<file path="config.mk">
export PLATFORM = sky130hd
export DESIGN_NAME = cpu_fetch_unit
export DESIGN_NICKNAME = d
export VERILOG_FILES = /design/src/rtl/cpu_pkg.sv /design/src/rtl/cpu_fetch_unit.sv
export SDC_FILE = /design/constraint.sdc
export NUM_CORES = 1
export LEC_CHECK = 0
export CELL_PAD_IN_SITES_DETAIL_PLACEMENT = 1
export CELL_PAD_IN_SITES_GLOBAL_PLACEMENT = 2
export CORE_MARGIN = 1
export CORE_UTILIZATION = 28
export CTS_BUF_LIST = sky130_fd_sc_hd__clkbuf_8 sky130_fd_sc_hd__clkbuf_16
export DETAILED_ROUTE_END_ITERATION = 8
export PLACE_DENSITY_LB_ADDON = 0.2
export SLEW_MARGIN = 30
export SYNTH_ARGS = -nofsm -noshare
export SYNTH_HDL_FRONTEND = slang
export SYNTH_SLANG_ARGS = --single-unit
</file>
<file path="constraint.sdc">
create_clock -name wire_clock -period 2.75 [get_ports wire_clock]
set_input_delay 0.4125 -clock wire_clock [delete_from_list [all_inputs] [get_ports wire_clock]]
set_output_delay 0.4125 -clock wire_clock [all_outputs]
set_load 0.05 [all_outputs]
</file>
<file path="src/rtl/cpu_pkg.sv">
// Shared definitions for the instruction fetch unit: FSM encoding and default sizing.
package cpu_pkg;

    typedef enum logic [1:0] {
        S_IDLE,
        S_WAIT,
        S_HOLD
    } fetch_state_t;

    localparam int DEF_DATA_W      = 16;
    localparam int DEF_ADDR_W      = 16;
    localparam int DEF_RAM_LATENCY = 1;
    localparam int DEF_RESET_PC    = 0;

    // Wide enough for the largest supported RAM latency (15).
    localparam int CNT_W = 4;

endpackage

</file>
<file path="src/rtl/cpu_fetch_unit.sv">
// Read-only instruction fetch unit: issues a RAM read, waits a fixed latency,
// then holds the word on a valid/ready handshake until the consumer takes it.
module cpu_fetch_unit
    import cpu_pkg::*;
#(
    parameter int                DATA_W      = DEF_DATA_W,
    parameter int                ADDR_W      = DEF_ADDR_W,
    parameter int                RAM_LATENCY = DEF_RAM_LATENCY,
    parameter logic [ADDR_W-1:0] RESET_PC    = ADDR_W'(DEF_RESET_PC)
) (
    input  logic              wire_clock,
    input  logic              wire_reset_n,
    input  logic              wire_run,
    output logic [ADDR_W-1:0] bus_RAM_ADDRESS,
    input  logic [DATA_W-1:0] bus_RAM_DATA_OUT,
    output logic              wire_RW,
    output logic [DATA_W-1:0] bus_RAM_DATA_IN,
    input  logic              wire_redirect,
    input  logic [ADDR_W-1:0] bus_redirect_pc,
    output logic              wire_instr_valid,
    input  logic              wire_instr_ready,
    output logic [DATA_W-1:0] bus_instruction,
    output logic [ADDR_W-1:0] bus_instr_pc,
    output logic [DATA_W-1:0] data_debug
);

    localparam logic [CNT_W-1:0] LATENCY = CNT_W'(RAM_LATENCY);

    fetch_state_t      state;
    logic [ADDR_W-1:0] pc;
    logic [CNT_W-1:0]  count;
    logic              accept;
    logic [ADDR_W-1:0] pc_next;

    assign accept  = wire_instr_valid & wire_instr_ready;
    assign pc_next = pc + ADDR_W'(1);

    assign wire_RW         = 1'b0;
    assign bus_RAM_DATA_IN = '0;

    // NOTE: all state is updated with non-blocking assignments so every branch
    // below sees the pre-edge values of pc, count and valid.
    always_ff @(posedge wire_clock) begin
        // NOTE: reset is sampled on the clock edge, so it is a synchronous reset
        // and it wins over redirect and accept.
        if (!wire_reset_n) begin
            state            <= S_IDLE;
            pc               <= RESET_PC;
            bus_RAM_ADDRESS  <= RESET_PC;
            count            <= '0;
            wire_instr_valid <= 1'b0;
            bus_instruction  <= '0;
            bus_instr_pc     <= '0;
            data_debug       <= '0;
        end else begin
            if (accept) begin
                data_debug <= bus_instruction;
            end

            // Redirect discards whatever is in flight or held; accept above still counts.
            if (wire_redirect) begin
                pc               <= bus_redirect_pc;
                wire_instr_valid <= 1'b0;
                count            <= '0;
                state            <= S_IDLE;
            end else begin
                case (state)
                    S_IDLE: begin
                        if (wire_run) begin
                            bus_RAM_ADDRESS <= pc;
                            count           <= LATENCY;
                            state           <= S_WAIT;
                        end
                    end
                    S_WAIT: begin
                        count <= count - CNT_W'(1);
                        if (count == CNT_W'(1)) begin
                            bus_instruction  <= bus_RAM_DATA_OUT;
                            bus_instr_pc     <= pc;
                            wire_instr_valid <= 1'b1;
                            state            <= S_HOLD;
                        end
                    end
                    S_HOLD: begin
                        if (accept) begin
                            pc               <= pc_next;
                            wire_instr_valid <= 1'b0;
                            if (wire_run) begin
                                bus_RAM_ADDRESS <= pc_next;
                                count           <= LATENCY;
                                state           <= S_WAIT;
                            end else begin
                                state <= S_IDLE;
                            end
                        end
                    end
                    default: state <= S_IDLE;
                endcase
            end
        end
    end

endmodule
</file>
==> reports/results.tsv <==
stage	metric	value	unit
floorplanning	num_io_pins	119	
synthesis	yosys_warnings	0	
cts	cts_num_sinks	87	
place	gp_congestion	0.788	
routing	wl	11700	um
synthesis	synth.cell_area	3880	um2
synthesis	synth.yosys.seq_area_share	44.9	%
hold_path	min_path_type	reg -> reg	
cts	cts_post_setup_buffers_inserted	0	
grt	grt_max_degree	33	
finish	fin_nets	609	
setup_path	cp_top_family	buffers and inverters	
run_status	status	finished clean	
finish	num-fill-cells	1600	
setup_path	cp_num_cells	1	
routing	wire_per_inst	15.6	um
run	maxCapViolations	0	
hold_path	whs_path_depth	2	
sta	grt_setup_unrepaired	false	
setup_path	required	2.34	ns
sta	hold_viol_final	0	
cts	numCtsBuffers	9	
cts	cts_tree	done	
cts	path_clk_slew	0.06	ns
finish	layout.area.seq	1740	um2
setup_path	cpPeakStageDelay	0.88	ns
cts	root_buffer	clkbuf_16	
place	pre_cts_ws	0.468	ns
grt	antenna_found_initial	0	
sta	max_freq	470	MHz
cts	post_cts_resized	0	
power	vdd_drop_max	243	uV
floorplanning	core	13300	um2
grt	grt.total_usage	17.0	%
setup_path	start_kind	flip-flop	
routing	drt-vias-per-instance	4.73	
grt	grt_pass1_vias	3696	
sta	tns	0	ns
cts	htree_levels	3	
sta	slew_violations	0	
setup_path	cp_num_buf_inv	1	
grt	grt_pass1_wl	19100	um
routing	drt_first_pass_iters	4	
finish	antenna_cells	0	
sta	final.setup.worst_slack	0.621	ns
sta	post-route-period-util	77.4	%
synthesis	syn_inst	480	
synthesis	ys_types	48	
setup_path	crit_slowest_cell	clkdlybuf4s50_1	
finish	area_growth	36.9	%
power	p_leak	0.00182	uW
synthesis	synth-edff-count	0	
sta	tightest_slew	0.550	ns
routing	drc	0	
place	dp_hpwl	8400	um
cts	clk_latency	0.34	ns
setup_path	cp_cell_sequence	clkdlybuf4s50_1	
routing	num_vias	3551	
synthesis	synth_top_flop_cell	dfxtp_1	
floorplanning	rows	42	
routing	ant_nets	0	
place	portBuffers	101	
sta	maxSlewHeadroom	63.2	%
finish	multiInputGateArea	1880	um2
routing	drt-initial-drc-count	162	
floorplanning	dieArea	14300	um2
setup_path	crit_type	reg -> out	
setup_path	cp-end-kind	output port	
cts	clk_path_buf_depth	2	
grt	grt_overflow_total	0	
synthesis	ys_ff_latch	87	
sta	min_period	2.13	ns
synthesis	synth.avg_cell_area	8.08	um2
floorplanning	die_h	120	um
floorplanning	start_util	29.0	%
cts	holdBufCountCts	0	
setup_path	crit_fanout	7	
setup_path	worstRegToRegCells	5	
power	power_density	568	nW/um2
sta	setup_viol	0	
setup_path	cp.arrival	1.72	ns
sta	finClkSkew	0.00467	ns
floorplanning	fp.dieW	120	um
synthesis	async_flop_share	0	%
finish	final_layout_size_suffix_gt1_share	6.27	%
## stage by stage
stage / area, um2 / util [%] / hold WS [ns] / std cells / total power, uW
after floorplan: 3940 / - / 0.466 / 496 / 1610
after global placement: 4990 / 37.4 / 0.442 / 734 / 1720
after detailed placement: 4990 / 37.4 / 0.447 / 734 / 1730
after CTS: 5310 / 39.8 / 0.456 / 750 / 3060
after global routing: 5310 / 39.8 / 0.469 / 750 / 3150
final: 5310 / 39.8 / 0.453 / 750 / 3020
## registers in the layout, summed over array words and instances (netlist names)
name	count
pc	16
bus_instr_pc	16
data_debug	16
bus_instruction	16
bus_RAM_ADDRESS	16
state	2
wire_instr_valid	1
count	4
## final cells by class
class                      instances  area share (%)
multi-input combinational        348            35.4
timing repair buffer             115            21.0
inverter                           8           0.566
clock inverter                     7            1.84
clock buffer                       9            4.24
tap                              176            4.15
sequential                        87            32.8
## routing by layer
layer / vias up / GRT usage, % / wire, um
li1: 1772 / - / -
met1: 1684 / 23.0 / 5800
met2: 83 / 27.3 / 5340
met3: 12 / 2.85 / 381
met4: 0 / 5.94 / 153
met5: - / 0 / 0
## worst reg2reg max path: cells and delay by family (launching register included)
family / cells / cell delay [ns]
fa+ha+maj: 1 / 0.27
simple gates: 3 / 1.01
flops: 1 / 0.47
compound gates: 1 / 0.18
## Yosys cell counts, drive strengths merged (5+ instances only)
cell	count	area, um2
inv	8	30.0
dfxtp	87	1740
xnor2	19	166
a21oi	67	335
nor2	15	56.3
a31oi	8	50.1
nand2b	5	31.3
o21ai	26	130
or3	6	37.5
nor4	10	62.6
nand3	8	40.0
nor3	5	30.0
buf	36	228
clkbuf	17	65.1
nand2	112	423
## path summary, 6_finish.rpt
check / slack (ns) / to / from
worst max-delay path: 0.62 / wire_instr_valid / wire_instr_valid
worst max register to register: 0.75 / bus_RAM_ADDRESS[14] / pc[1]
worst min register to register: 0.45 / data_debug[4] / data_debug[4]
worst min-delay path: 0.45 / data_debug[4] / data_debug[4]
## cell usage in the layout, fill, tap and decap left out, types with 9 or more instances in the layout
| cell type | count |
|---|---|
| nor4_1 | 10 |
| a21oi_1 | 67 |
| clkbuf_16 | 9 |
| o21ai_0 | 26 |
| nand2_1 | 111 |
| buf_4 | 14 |
| conb_1 | 17 |
| dfxtp_1 | 87 |
| xnor2_1 | 19 |
| clkdlybuf4s50_1 | 101 |
| nor2_1 | 15 |
## logic make-up after synthesis
| kind of cell | share of synthesized area (%) |
|---|---|
| flops | 44.9 |
| mux | 0.807 |
| buf+inv | 8.33 |
| compound gates | 18.2 |
| simple gates | 21.5 |
| other cells | 0.0967 |
| xor+xnor | 5.20 |
| fa+ha+maj | 0.968 |
## power breakdown
| part | switching (uW) | internal (uW) | total, uW |
|---|---|---|---|
| clock | 519 | 797 | 1320 |
| sequential | 46.2 | 1300 | 1340 |
| combinational | 222 | 135 | 358 |
Power figures use the tool's default switching activity.
